==> src/rtl/dmem_arbiter_if.sv <==
// Bus between the two requesters, the arbiter and the single-port data memory.
interface dmem_arbiter_if #(
  parameter int DATA_SIZE = 8,
  parameter int ADDR_SIZE = 5
);
  logic                 a_req, a_we, a_ack;
  logic [ADDR_SIZE-1:0] a_addr;
  logic [DATA_SIZE-1:0] a_wdata, a_rdata;
  logic                 b_req, b_we, b_ack;
  logic [ADDR_SIZE-1:0] b_addr;
  logic [DATA_SIZE-1:0] b_wdata, b_rdata;
  logic                 mem_w;
  logic [ADDR_SIZE-1:0] mem_addr;
  logic [DATA_SIZE-1:0] mem_wdata, mem_rdata;

  // Arbiter side
  modport slave (
    input  a_req, a_we, a_addr, a_wdata, b_req, b_we, b_addr, b_wdata, mem_rdata,
    output a_ack, a_rdata, b_ack, b_rdata, mem_w, mem_addr, mem_wdata
  );

  // Requesters plus memory side
  modport master (
    output a_req, a_we, a_addr, a_wdata, b_req, b_we, b_addr, b_wdata, mem_rdata,
    input  a_ack, a_rdata, b_ack, b_rdata, mem_w, mem_addr, mem_wdata
  );
endinterface

==> src/rtl/dmem_arbiter.sv <==
// Two-port arbiter/sequencer for the single-port data memory.
// One transaction per 3 cycles: IDLE (grant+latch) -> ACCESS (mem op) -> RESP (ack).
module dmem_arbiter #(
  parameter int DATA_SIZE  = 8,
  parameter int ADDR_SIZE  = 5,
  parameter int FIXED_PRIO = 0
) (
  input logic            clk,
  input logic            rst,
  dmem_arbiter_if.slave  bus
);
  localparam logic [1:0] IDLE   = 2'd0;
  localparam logic [1:0] ACCESS = 2'd1;
  localparam logic [1:0] RESP   = 2'd2;

  logic [1:0]                 state;
  logic                       last_b, gnt_b, pick_b;
  logic                       lat_we;
  logic [ADDR_SIZE-1:0]       lat_addr;
  logic [DATA_SIZE-1:0]       lat_wdata;
  logic [1:0][DATA_SIZE-1:0]  rdata_q;

  // On a tie, round-robin favours whichever port was not granted last.
  always_comb begin
    pick_b = bus.b_req;
    if (bus.a_req && bus.b_req)
      pick_b = (FIXED_PRIO != 0) ? 1'b0 : !last_b;
  end

  always_ff @(posedge clk or posedge rst) begin
    if (rst) begin
      state     <= IDLE;
      last_b    <= 1'b1;
      gnt_b     <= 1'b0;
      lat_we    <= 1'b0;
      lat_addr  <= '0;
      lat_wdata <= '0;
      rdata_q   <= '0;
    end else begin
      case (state)
        IDLE: if (bus.a_req || bus.b_req) begin
          gnt_b     <= pick_b;
          last_b    <= pick_b;
          lat_we    <= pick_b ? bus.b_we    : bus.a_we;
          lat_addr  <= pick_b ? bus.b_addr  : bus.a_addr;
          lat_wdata <= pick_b ? bus.b_wdata : bus.a_wdata;
          state     <= ACCESS;
        end
        ACCESS: begin
          rdata_q[gnt_b] <= bus.mem_rdata;
          state          <= RESP;
        end
        RESP:    state <= IDLE;
        default: state <= IDLE;
      endcase
    end
  end

  // mem_w decodes from state so an async reset mid-ACCESS kills the write at once.
  assign bus.mem_w     = (state == ACCESS) && lat_we;
  assign bus.mem_addr  = lat_addr;
  assign bus.mem_wdata = lat_wdata;
  assign bus.a_ack     = (state == RESP) && !gnt_b;
  assign bus.b_ack     = (state == RESP) &&  gnt_b;
  assign bus.a_rdata   = rdata_q[0];
  assign bus.b_rdata   = rdata_q[1];
endmodule

==> src/flat_wrapper.sv <==
// flat-port wrapper written by rule: the top's interface ports become plain ports
module dmem_arbiter_flat 
#(
  parameter int DATA_SIZE  = 8,
  parameter int ADDR_SIZE  = 5,
  parameter int FIXED_PRIO = 0
)
  (clk, rst, bus_a_req, bus_a_we, bus_a_addr, bus_a_wdata, bus_b_req, bus_b_we, bus_b_addr, bus_b_wdata, bus_mem_rdata, bus_a_ack, bus_a_rdata, bus_b_ack, bus_b_rdata, bus_mem_w, bus_mem_addr, bus_mem_wdata);
  dmem_arbiter_if #(.DATA_SIZE(DATA_SIZE), .ADDR_SIZE(ADDR_SIZE)) bus_i ();
  input logic clk;
  input logic rst;
  input wire logic [$bits(bus_i.a_req)-1:0] bus_a_req;
  input wire logic [$bits(bus_i.a_we)-1:0] bus_a_we;
  input wire logic [$bits(bus_i.a_addr)-1:0] bus_a_addr;
  input wire logic [$bits(bus_i.a_wdata)-1:0] bus_a_wdata;
  input wire logic [$bits(bus_i.b_req)-1:0] bus_b_req;
  input wire logic [$bits(bus_i.b_we)-1:0] bus_b_we;
  input wire logic [$bits(bus_i.b_addr)-1:0] bus_b_addr;
  input wire logic [$bits(bus_i.b_wdata)-1:0] bus_b_wdata;
  input wire logic [$bits(bus_i.mem_rdata)-1:0] bus_mem_rdata;
  output wire logic [$bits(bus_i.a_ack)-1:0] bus_a_ack;
  output wire logic [$bits(bus_i.a_rdata)-1:0] bus_a_rdata;
  output wire logic [$bits(bus_i.b_ack)-1:0] bus_b_ack;
  output wire logic [$bits(bus_i.b_rdata)-1:0] bus_b_rdata;
  output wire logic [$bits(bus_i.mem_w)-1:0] bus_mem_w;
  output wire logic [$bits(bus_i.mem_addr)-1:0] bus_mem_addr;
  output wire logic [$bits(bus_i.mem_wdata)-1:0] bus_mem_wdata;
  assign bus_i.a_req = bus_a_req;
  assign bus_i.a_we = bus_a_we;
  assign bus_i.a_addr = bus_a_addr;
  assign bus_i.a_wdata = bus_a_wdata;
  assign bus_i.b_req = bus_b_req;
  assign bus_i.b_we = bus_b_we;
  assign bus_i.b_addr = bus_b_addr;
  assign bus_i.b_wdata = bus_b_wdata;
  assign bus_i.mem_rdata = bus_mem_rdata;
  assign bus_a_ack = bus_i.a_ack;
  assign bus_a_rdata = bus_i.a_rdata;
  assign bus_b_ack = bus_i.b_ack;
  assign bus_b_rdata = bus_i.b_rdata;
  assign bus_mem_w = bus_i.mem_w;
  assign bus_mem_addr = bus_i.mem_addr;
  assign bus_mem_wdata = bus_i.mem_wdata;
  dmem_arbiter #(.DATA_SIZE(DATA_SIZE), .ADDR_SIZE(ADDR_SIZE), .FIXED_PRIO(FIXED_PRIO)) u_core (.clk(clk), .rst(rst), .bus(bus_i));
endmodule
==> config.mk <==
export PLATFORM = sky130hd
export DESIGN_NAME = dmem_arbiter_flat
export DESIGN_NICKNAME = d
export VERILOG_FILES = /design/src/rtl/dmem_arbiter_if.sv /design/src/rtl/dmem_arbiter.sv /design/src/flat_wrapper.sv
export SDC_FILE = /design/constraint.sdc
export NUM_CORES = 1
export LEC_CHECK = 0
export BUFFER_PORTS_ARGS = -buffer_cell sky130_fd_sc_hd__buf_2
export CORE_UTILIZATION = 45
export CTS_CLUSTER_DIAMETER = 150
export CTS_CLUSTER_SIZE = 40
export DETAILED_ROUTE_END_ITERATION = 16
export PLACE_DENSITY = 0.87
export SYNTH_ARGS = -nofsm -noshare
export SYNTH_HDL_FRONTEND = slang
export SYNTH_SLANG_ARGS = --single-unit
==> constraint.sdc <==
create_clock -name clk -period 2.05 [get_ports clk]
set_input_delay 0.5125 -clock clk [delete_from_list [all_inputs] [get_ports clk]]
set_output_delay 0.5125 -clock clk [all_outputs]
set_load 0.02 [all_outputs]
==> results of run 1 <==
## metal layers
metal,up-vias,global-route usage [%]
li1,506,-
met1,491,18.5
met2,47,34.0
met3,4,4.76
met4,0,7.97
met5,-,0
## stage by stage
step                hold WS, ns  instance area, um^2  cells  total power [W]  setup slack (ns)
global placement          0.481                 1940    214          0.00273             0.258
global route              0.210                 2000    222          0.00334             0.143
detailed placement        0.491                 1940    214          0.00281             0.214
floorplan                 0.471                 1500     97          0.00228             0.428
finish                    0.202                 2000    222          0.00314             0.264
CTS                       0.199                 2000    222          0.00317             0.234
## final timing paths
check | start | to | slack, ns | cells past startpoint
setup / recovery | u_core.state[0]$_DFFE_PP0P_ | bus_mem_w | 0.26 | 3
hold / removal | rst | u_core.bus.b_rdata[2]$_DFFE_PP0P_ | 0.20 | 3
setup reg to reg | u_core.last_b$_DFFE_PP1P_ | u_core.bus.mem_wdata[5]$_DFFE_PP0P_ | 0.35 | 4
hold reg to reg | u_core.bus.a_rdata[0]$_DFFE_PP0P_ | u_core.bus.a_rdata[0]$_DFFE_PP0P_ | 0.51 | 1
max in group asynchronous | rst | u_core.last_b$_DFFE_PP1P_ | 1.57 | 3
min in group clk | bus_a_req | u_core.last_b$_DFFE_PP1P_ | 0.41 | 2
## worst max-delay path, delay by kind of cell, from the launching register on
| kind | cells | cell delay (ns) |
|---|---|---|
| buffers and inverters | 1 | 0.16 |
| DFF | 1 | 0.41 |
| and+or+nand+nor | 2 | 0.39 |
## cells in the final DEF, fill, tap and decap left out, drive strengths merged
cell type   n
a21bo       1
a21o        1
a21oi       1
a31oi       1
and2        1
and3b       1
buf        77
clkbuf      7
clkinv      1
dfrtp      33
dfstp       1
inv         2
mux2       44
nand2       1
nor2        1
nor2b       2
nor3        1
nor3b       1
o21ai       1
## area by class of cell
type | count | area (um^2) | area share [%]
clock buffer | 7 | 55.1 | 2.76
multi-input combinational | 57 | 611 | 30.6
inverter | 2 | 7.51 | 0.376
clock inverter | 1 | 5.00 | 0.250
timing repair buffer | 77 | 413 | 20.7
sequential | 34 | 852 | 42.6
tap | 44 | 55.1 | 2.76
## flip-flops by register name (all words and copies together), names as in the netlist
register / cells
u_core.bus.b_rdata: 8
u_core.bus.mem_wdata: 8
u_core.state: 2
u_core.lat_we: 1
u_core.last_b: 1
u_core.bus.mem_addr: 5
u_core.bus.a_rdata: 8
u_core.gnt_b: 1
## cell families after synthesis
group	Yosys count	share of synthesized area (%)
mux	44	35.2
compound gates	5	2.25
buf+inv	6	2.66
simple gates	8	3.16
flops	34	56.7
## power groups by stage
| stage | logic [W] | clock network, W | registers [W] |
|---|---|---|---|
| floorplan | 0.000701 | 0 | 0.00157 |
| global placement | 0.00153 | 0 | 0.00120 |
| detailed placement | 0.00158 | 0 | 0.00123 |
| CTS | 0.00158 | 0.000379 | 0.00121 |
| global route | 0.00168 | 0.000408 | 0.00126 |
| finish | 0.00156 | 0.000365 | 0.00121 |
==> results by group, run 1 <==
Yosys
  – Warnings from Yosys: 0
  – Top post-synthesis cells by count: mux2_2, dfrtp_1, mux2_4
  – Count leader, synth: mux2_2
  – Top_reg_cell synth: dfrtp_1
  – Synthesized net count: between 100 and 150
  – Synth area leaders: dfrtp_1, mux2_2, mux2_4
  – Post-synth top area share: between 50% and 60%
  – Synthesized area per cell: 15.5 um^2
  – Synth Instances: 97
  – Mapped Area: around 1500 um^2
  – Number of distinct library cells after synthesis: 19
  – Synth async-reset ratio: between 90% and 100%
  – #FFs+latches synth: 34
  – Seq/Total Area, Yosys: 56.7%
  – Post-synth EDFFs: 0
  – Yosys top cell by area: dfrtp_1

Die
  – Full die area: 3570 um^2
  – FP Rows: 20
  – Die Wd: 59.8 um
  – Top-Level Pins: 72
  – Core area: 3100 um^2
  – Die Y: between 50 and 60 um
  – Initial Util: between 40% and 50%

Routing
  – Metal-1 WL: between 1 and 1.5 mm
  – Total Wirelength: between 2 and 3 mm
  – Via Count: 1048
  – WL per Instance: approximately 13 um
  – Pre-antenna DRT Iters: 2
  – DRC viols: 0
  – Post-DRT Antenna Nets: 0
  – WL met2: about 1.5 mm
  – Vias/cell: roughly 4.7
  – Initial DRC count: 2
  – DR top layer: met4
  – Met3 WL: 179 um

Worst setup path
  – Startpoint types: flip-flop
  – Crit path required time: 1.54 ns
  – Critical path, cell by cell: nor2b_1, and2_1, buf_2
  – Crit Path Category: flip-flop to primary output
  – Crit-path slowest cell: dfrtp_1
  – Endpoint class of the critical path: primary output
  – CP Max Fanout: 5
  – Max incr delay on CP: about 0.41 ns
  – Critical Path AT: 1.27 ns

Finish
  – Area grow syn2layout: 33.0%
  – Layout cells sized above 1: ~72%
  – Final net count: around 220
  – Final core occ: 64.4%
  – Fillers: 254
  – N_diodes: 0

Placed design
  – Dpl hpwl: about 2.3 mm
  – Placer Congestion: slightly above 0.7
  – Port buffer count: 71

Job
  – Max-cap violations: 0

STA
  – Final setup violation count: 0
  – RSZ-0062 raised after global routing: false
  – TNS Setup: 0 ns
  – Fin crit share: between 80% and 90%
  – Crit path time final: between 1.5 and 2 ns
  – Slew headroom: 75.8%
  – Final Skew: between 0.009 and 0.01 ns
  – Endpoints failing hold: 0
  – Fmax: between 500 and 600 MHz
  – Final Max Slew Viols: 0
  – Worst-margin pin slew: approximately 0.36 ns

Clock tree
  – Hold buffer count at cts: 0
  – Clock sink total: 34
  – H-tree Lvls: 2
  – Post-cts sizing count: 0
  – Post CTS Setup Buffer Count: 0
  – Reg clk slew, reported paths: 0.10 ns
  – Clock buffer count from CTS: 5
  – Clk Latency, worst-skew pair: between 0.3 and 0.4 ns
  – Max Root-Sink Buffers: 2
  – CTS tree: built
  – Clock Tree Root: clkbuf_4

Power
  – PD cells: roughly 1600 nW/um^2
  – Maximum vdd drop: between 0.7 and 0.8 mV
  – Cell Int Power: 0.00193 W
  – Seq pwr share: around two fifths
  – P_leak: between 1 and 1.5 nW
  – Clk network pwr share: a little under an eighth
  – P_sw: 0.00120 W
  – Switching Fraction: between 30% and 40%
  – Combinational power share: about half

Global route
  – First-pass GRT wire length: 4.62 mm
  – Tot GR Track Use: a little under a fifth
  – Vias in the first global route: around 1.1k
  – Largest net degree at the start of global routing: 19
  – Initial antenna violation count: 0
  – GRT overflow: 0

Outcome
  – Status: finished clean

Worst hold path
  – Hold/Removal Path Class: input pin to async pin
No activity file was read; power rests on OpenSTA's default activity.
==> inputs of run 2 (changes only) <==
--- a/config.mk
+++ b/config.mk
@@ -10,7 +10,7 @@
 export CTS_CLUSTER_DIAMETER = 150
 export CTS_CLUSTER_SIZE = 40
 export DETAILED_ROUTE_END_ITERATION = 16
-export PLACE_DENSITY = 0.87
+export PLACE_DENSITY = 0.81
 export SYNTH_ARGS = -nofsm -noshare
 export SYNTH_HDL_FRONTEND = slang
 export SYNTH_SLANG_ARGS = --single-unit
==> results by group, run 2 (same netlist as run 1, synthesis figures left out) <==
Outcome
  – Status: finished clean (unchanged)

Worst setup path
  – End of the worst register-to-register path: u_core.bus.mem_addr[2]$_DFFE_PP0P_ (was u_core.bus.mem_wdata[5]$_DFFE_PP0P_)
  – Crit path required time: 1.54 ns (about the same)
  – Worst flop-to-flop path startpoint: u_core.last_b$_DFFE_PP1P_ (unchanged)
  – Startpoint types: flip-flop (unchanged)
  – Critical Path AT: 1.30 ns (was 1.27 ns)
  – Crit Path Category: flip-flop to primary output (unchanged)
  – CP Max Fanout: 5 (unchanged)
  – Reg2Reg Depth: 4 (unchanged)
  – Endpoint class of the critical path: primary output (unchanged)
  – FF-to-FF setup slack: 0.49 ns (was 0.35 ns)

Clock tree
  – Clock Tree Root: clkbuf_4 (unchanged)
  – Post CTS Setup Buffer Count: 0 (unchanged)
  – Hold buffer count at cts: 0 (unchanged)
  – Clock buffer count from CTS: 5 (unchanged)
  – CTS tree: built (unchanged)
  – Post-cts sizing count: 0 (unchanged)
  – Max Root-Sink Buffers: 2 (unchanged)
  – Clock sink total: 34 (unchanged)
  – Reg clk slew, reported paths: 0.10 ns (about the same)
  – Clk Latency, worst-skew pair: 0.33 ns (was 0.31 ns)
  – H-tree Lvls: 2 (unchanged)

Routing
  – Vias/cell: 4.78 (was 4.72)
  – Post-DRT Antenna Nets: 0 (unchanged)
  – Initial DRC count: 25 (was 2)
  – DRC viols: 0 (unchanged)
  – Via Count: 1052 (was 1048)
  – Pre-antenna DRT Iters: 4 (was 2)
  – WL per Instance: 12.8 um (was 12.9 um)
  – Total Wirelength: 2.82 mm (was 2.86 mm)

STA
  – RSZ-0062 raised after global routing: false (unchanged)
  – Final Skew: 0.00850 ns (was 0.00925 ns)
  – Crit path time final: 1.81 ns (was 1.79 ns)
  – TNS Setup: 0 ns (unchanged)
  – Final WS setup: 0.241 ns (was 0.264 ns)
  – Final setup violation count: 0 (unchanged)
  – Worst-margin pin slew: 0.418 ns (was 0.363 ns)
  – Fmax: 553 MHz (was 560 MHz)
  – Final Max Slew Viols: 0 (unchanged)
  – Slew headroom: 72.1% (was 75.8%)
  – Endpoints failing hold: 0 (unchanged)
  – Fin crit share: 88.3% (was 87.1%)

Power
  – Cell Int Power: 0.00192 W (was 0.00193 W)
  – PD cells: 1570 nW/um^2 (about the same)
  – Clk network pwr share: 12.2% (was 11.6%)
  – Combinational power share: 49.3% (was 49.7%)
  – P_leak: 1.01 nW (was 1.02 nW)
  – Maximum vdd drop: 0.662 mV (was 0.708 mV)
  – P_sw: 0.00120 W (about the same)
  – Switching Fraction: 38.5% (was 38.3%)
  – Seq pwr share: 38.5% (was 38.6%)

Placed design
  – DP Cell Count: 212 (was 214)
  – Place WS: 0.320 ns (was 0.214 ns)
  – Port buffer count: 71 (unchanged)
  – Placer Congestion: 0.757 (was 0.722)
  – Placed inst area: 1920 um^2 (was 1940 um^2)

Die
  – Initial Util: 48.4% (unchanged)
  – Top-Level Pins: 72 (unchanged)
  – Core area: 3100 um^2 (unchanged)
  – Full die area: 3570 um^2 (unchanged)
  – FP Rows: 20 (unchanged)
  – Die Wd: 59.8 um (unchanged)
  – Die Y: 59.8 um (unchanged)

Finish
  – Most common cell after layout, fill and taps aside: buf_2 (unchanged)
  – Fin area: 1990 um^2 (was 2000 um^2)
  – Layout cells sized above 1: 72.7% (was 72.5%)
  – Area grow syn2layout: 32.2% (was 33.0%)
  – Final cell count without fillers: 220 (was 222)
  – N_diodes: 0 (unchanged)
  – Most frequent cells in the layout: buf_2, mux2_2, dfrtp_1, mux2_4, clkbuf_4 (was buf_2, mux2_2, dfrtp_1, mux2_4)
  – Final net count: 215 (was 217)

Worst hold path
  – Hold/Removal Path Class: input pin to async pin (unchanged)

Global route
  – First-pass GRT wire length: 4.47 mm (was 4.62 mm)
  – GRT overflow: 0 (unchanged)
  – Largest net degree at the start of global routing: 35 (was 19)
  – Initial antenna violation count: 0 (unchanged)
  – Tot GR Track Use: 17.7% (was 18.1%)
  – Vias in the first global route: 1037 (was 1093)

Job
  – Max-cap violations: 0 (unchanged)
run 2: cell count changes in the layout (fill, tap and decap cells not counted), sizes merged:
cell | previous run | this run
buf | 77 | 75
clkbuf | 7 | 6
clkinvlp | 0 | 1
run 2: power by group through the flow:
stage | sequential [W] | clock (W) | combinational [W]
2_1_floorplan | 0.00157 | 0 | 0.000701
3_3_place_gp | 0.00120 | 0 | 0.00152
3_5_place_dp | 0.00122 | 0 | 0.00156
4_1_cts | 0.00121 | 0.000397 | 0.00156
5_1_grt | 0.00125 | 0.000429 | 0.00166
6_report | 0.00120 | 0.000379 | 0.00154
run 2: layer usage:
metal	vias to the layer above	global-route usage [%]	wire, um
li1	500	-	-
met2	37	29.8	1490
met3	8	5.84	201
met5	-	0	0
met4	0	10.3	62
met1	507	19.4	1070
run 2: worst max-delay path, cell delays in order, from the launching register on:
cell and delay [ns]:
dfrtp_1 0.41, nor2b_1 0.23, and2_1 0.17, buf_2 0.16
run 2: cell type report:
type	instances	area (um^2)
Clock buffer	6	51.3
Clock inverter	2	12.5
Fill cell	260	1120
Inverter	2	7.51
Multi-Input combinational cell	57	611
Sequential cell	34	852
Tap cell	44	55.1
Timing Repair Buffer	75	398
run 2: per-stage QoR:
step | total power, W | util, % | hold WS (ns)
2_1_floorplan | 0.00228 | - | 0.471
3_3_place_gp | 0.00272 | 62.0 | 0.482
3_5_place_dp | 0.00278 | 62.0 | 0.485
4_1_cts | 0.00317 | 64.0 | 0.249
5_1_grt | 0.00334 | 64.0 | 0.281
6_report | 0.00312 | 64.0 | 0.250
run 2: worst max path at each step:
stage | startpoint | end | cells past startpoint
finish | u_core.state[0]$_DFFE_PP0P_ | bus_mem_w | 3
global route | u_core.state[0]$_DFFE_PP0P_ | bus_mem_w | 3
CTS | u_core.state[0]$_DFFE_PP0P_ | bus_mem_w | 3
detailed placement | bus_b_req | u_core.bus.mem_addr[3]$_DFFE_PP0P_ | 5
global placement | bus_b_req | u_core.bus.mem_addr[0]$_DFFE_PP0P_ | 5
floorplan | bus_b_req | u_core.bus.mem_addr[4]$_DFFE_PP0P_ | 5
==> inputs of run 3 (changes only) <==
--- a/config.mk
+++ b/config.mk
@@ -11,6 +11,7 @@
 export CTS_CLUSTER_SIZE = 40
 export DETAILED_ROUTE_END_ITERATION = 16
 export PLACE_DENSITY = 0.81
+export REMOVE_ABC_BUFFERS = 1
 export SYNTH_ARGS = -nofsm -noshare
 export SYNTH_HDL_FRONTEND = slang
 export SYNTH_SLANG_ARGS = --single-unit
==> results by group, run 3 (same netlist as run 1, synthesis figures left out) <==
Outcome
  – Status: finished clean (unchanged)

Clock tree
  – Post-cts sizing count: 0 (unchanged)
  – Clock sink total: 34 (unchanged)
  – Clock Tree Root: clkbuf_4 (unchanged)
  – Clock buffer count from CTS: 5 (unchanged)
  – Max Root-Sink Buffers: 2 (unchanged)
  – Hold buffer count at cts: 0 (unchanged)
  – H-tree Lvls: 2 (unchanged)
  – Post CTS Setup Buffer Count: 0 (unchanged)
  – Reg clk slew, reported paths: 0.10 ns (about the same)
  – Clk Latency, worst-skew pair: 0.33 ns (about the same)
  – CTS tree: built (unchanged)

Finish
  – Fillers: 272 (was 260)
  – Area of the multi-input gates: 611 um^2 (unchanged)
  – Layout cells sized above 1: 72.2% (was 72.7%)
  – N_diodes: 0 (unchanged)
  – FF+latch area: 852 um^2 (unchanged)
  – Area grow syn2layout: 32.0% (was 32.2%)
  – Most common cell after layout, fill and taps aside: buf_2 (unchanged)
  – Most frequent cells in the layout: buf_2, mux2_2, dfrtp_1, mux2_4, clkbuf_4 (unchanged)
  – Final net count: 215 (unchanged)

Routing
  – Vias/cell: 4.93 (was 4.78)
  – Initial DRC count: 9 (was 25)
  – Total Wirelength: 2.72 mm (was 2.82 mm)
  – WL per Instance: 12.4 um (was 12.8 um)
  – Post-DRT Antenna Nets: 0 (unchanged)
  – DRC viols: 0 (unchanged)
  – Pre-antenna DRT Iters: 2 (was 4)
  – Via Count: 1085 (was 1052)

Worst setup path
  – Crit-path slowest cell: dfrtp_1 (unchanged)
  – Max incr delay on CP: 0.41 ns (about the same)
  – Crit Path Category: flip-flop to primary output (unchanged)
  – WP buf/inv: 1 (unchanged)
  – Endpoint class of the critical path: primary output (unchanged)
  – Critical path, cell by cell: nor2b_1, and2_1, buf_2 (unchanged)
  – CP Max Fanout: 5 (unchanged)
  – Crit path required time: 1.54 ns (about the same)
  – Startpoint types: flip-flop (unchanged)
  – Crit path max-delay family: flip-flops (unchanged)
  – Critical Path AT: 1.28 ns (was 1.30 ns)

Die
  – Die Y: 59.8 um (unchanged)
  – Core area: 3100 um^2 (unchanged)
  – Top-Level Pins: 72 (unchanged)
  – Die Wd: 59.8 um (unchanged)
  – Initial Util: 48.4% (unchanged)
  – FP Rows: 20 (unchanged)
  – Full die area: 3570 um^2 (unchanged)

STA
  – TNS Setup: 0 ns (unchanged)
  – Final Skew: 0.0102 ns (was 0.00850 ns)
  – Endpoints failing hold: 0 (unchanged)
  – RSZ-0062 raised after global routing: false (unchanged)
  – Worst-margin pin slew: 0.410 ns (was 0.418 ns)
  – Crit path time final: 1.80 ns (was 1.81 ns)
  – Fin crit share: 87.7% (was 88.3%)
  – Final Max Slew Viols: 0 (unchanged)
  – Slew headroom: 72.6% (was 72.1%)
  – Final setup violation count: 0 (unchanged)
  – Fmax: 556 MHz (was 553 MHz)

Power
  – P_leak: 1.01 nW (about the same)
  – Design Power: 0.00311 W (was 0.00312 W)
  – PD cells: 1570 nW/um^2 (about the same)
  – Maximum vdd drop: 0.634 mV (was 0.662 mV)

Placed design
  – Dpl hpwl: between 2 and 2.5 mm
  – Placer Congestion: 0.694 (was 0.757)
  – Port buffer count: 71 (unchanged)

Global route
  – GRT overflow: 0 (unchanged)
  – Largest net degree at the start of global routing: 35 (unchanged)
  – Initial antenna violation count: 0 (unchanged)
  – Tot GR Track Use: 17.5% (was 17.7%)
  – Vias in the first global route: 1065 (was 1037)
  – First-pass GRT wire length: 4.46 mm (was 4.47 mm)

Worst hold path
  – Hold/Removal Path Class: input pin to async pin (unchanged)

Job
  – Max-cap violations: 0 (unchanged)
run 3: cell types whose count changed in the layout (fill, tap and decap cells not counted), sizes merged:
cell      before  now
clkinvlp       1    0
clkbuf         6    7
run 3: cell type report:
cell class,instances,share of cell area [%]
clock inverters,1,0.252
multi-input cells,57,30.8
inverters,2,0.379
well taps,44,2.78
clock buffers,7,2.78
repair buffers,75,20.1
flip-flops and latches,34,43.0
run 3: worst paths after layout:
kind	start	to	slack, ns	cells after the start
setup / recovery	u_core.state[0]$_DFFE_PP0P_	bus_mem_w	0.25	3
hold / removal	rst	u_core.bus.mem_addr[3]$_DFFE_PP0P_	0.26	3
setup reg to reg	u_core.last_b$_DFFE_PP1P_	u_core.bus.mem_wdata[0]$_DFFE_PP0P_	0.48	4
hold reg to reg	u_core.bus.a_rdata[0]$_DFFE_PP0P_	u_core.bus.a_rdata[0]$_DFFE_PP0P_	0.51	1
max in group asynchronous	rst	u_core.last_b$_DFFE_PP1P_	1.46	3
min in group clk	bus_a_req	u_core.last_b$_DFFE_PP1P_	0.36	2
run 3: metrics by stage:
stage          area [um^2]  utilization, %  setup WS, ns  std cells  hold slack [ns]
6_report              1980            63.9         0.253        220            0.256
5_1_grt               1980            63.9         0.154        220            0.266
4_1_cts               1980            63.9         0.218        220            0.263
3_5_place_dp          1920            62.0         0.319        212            0.490
3_3_place_gp          1920            62.0         0.355        212            0.482
2_1_floorplan         1470               -         0.253         93            0.471
run 3: tightest hold or removal path: stages:
cell and delay [ns]:
buf_2 0.09, inv_1 0.05, buf_4 0.37
run 3: per-layer routing:
| layer | track usage [%] | routed length, um | vias up |
|---|---|---|---|
| met1 | 18.2 | 1040 | 515 |
| li1 | - | - | 503 |
| met4 | 6.98 | 49 | 0 |
| met2 | 30.3 | 1340 | 60 |
| met3 | 8.23 | 284 | 7 |
| met5 | 0 | 0 | - |
run 3: report_power, final:
part | leakage, nW | switching (W) | internal [W]
Clock | 0.0353 | 0.000208 | 0.000166
Combinational | 0.579 | 0.000808 | 0.000728
Sequential | 0.399 | 0.000177 | 0.00103
Total | 1.01 | 0.00119 | 0.00192
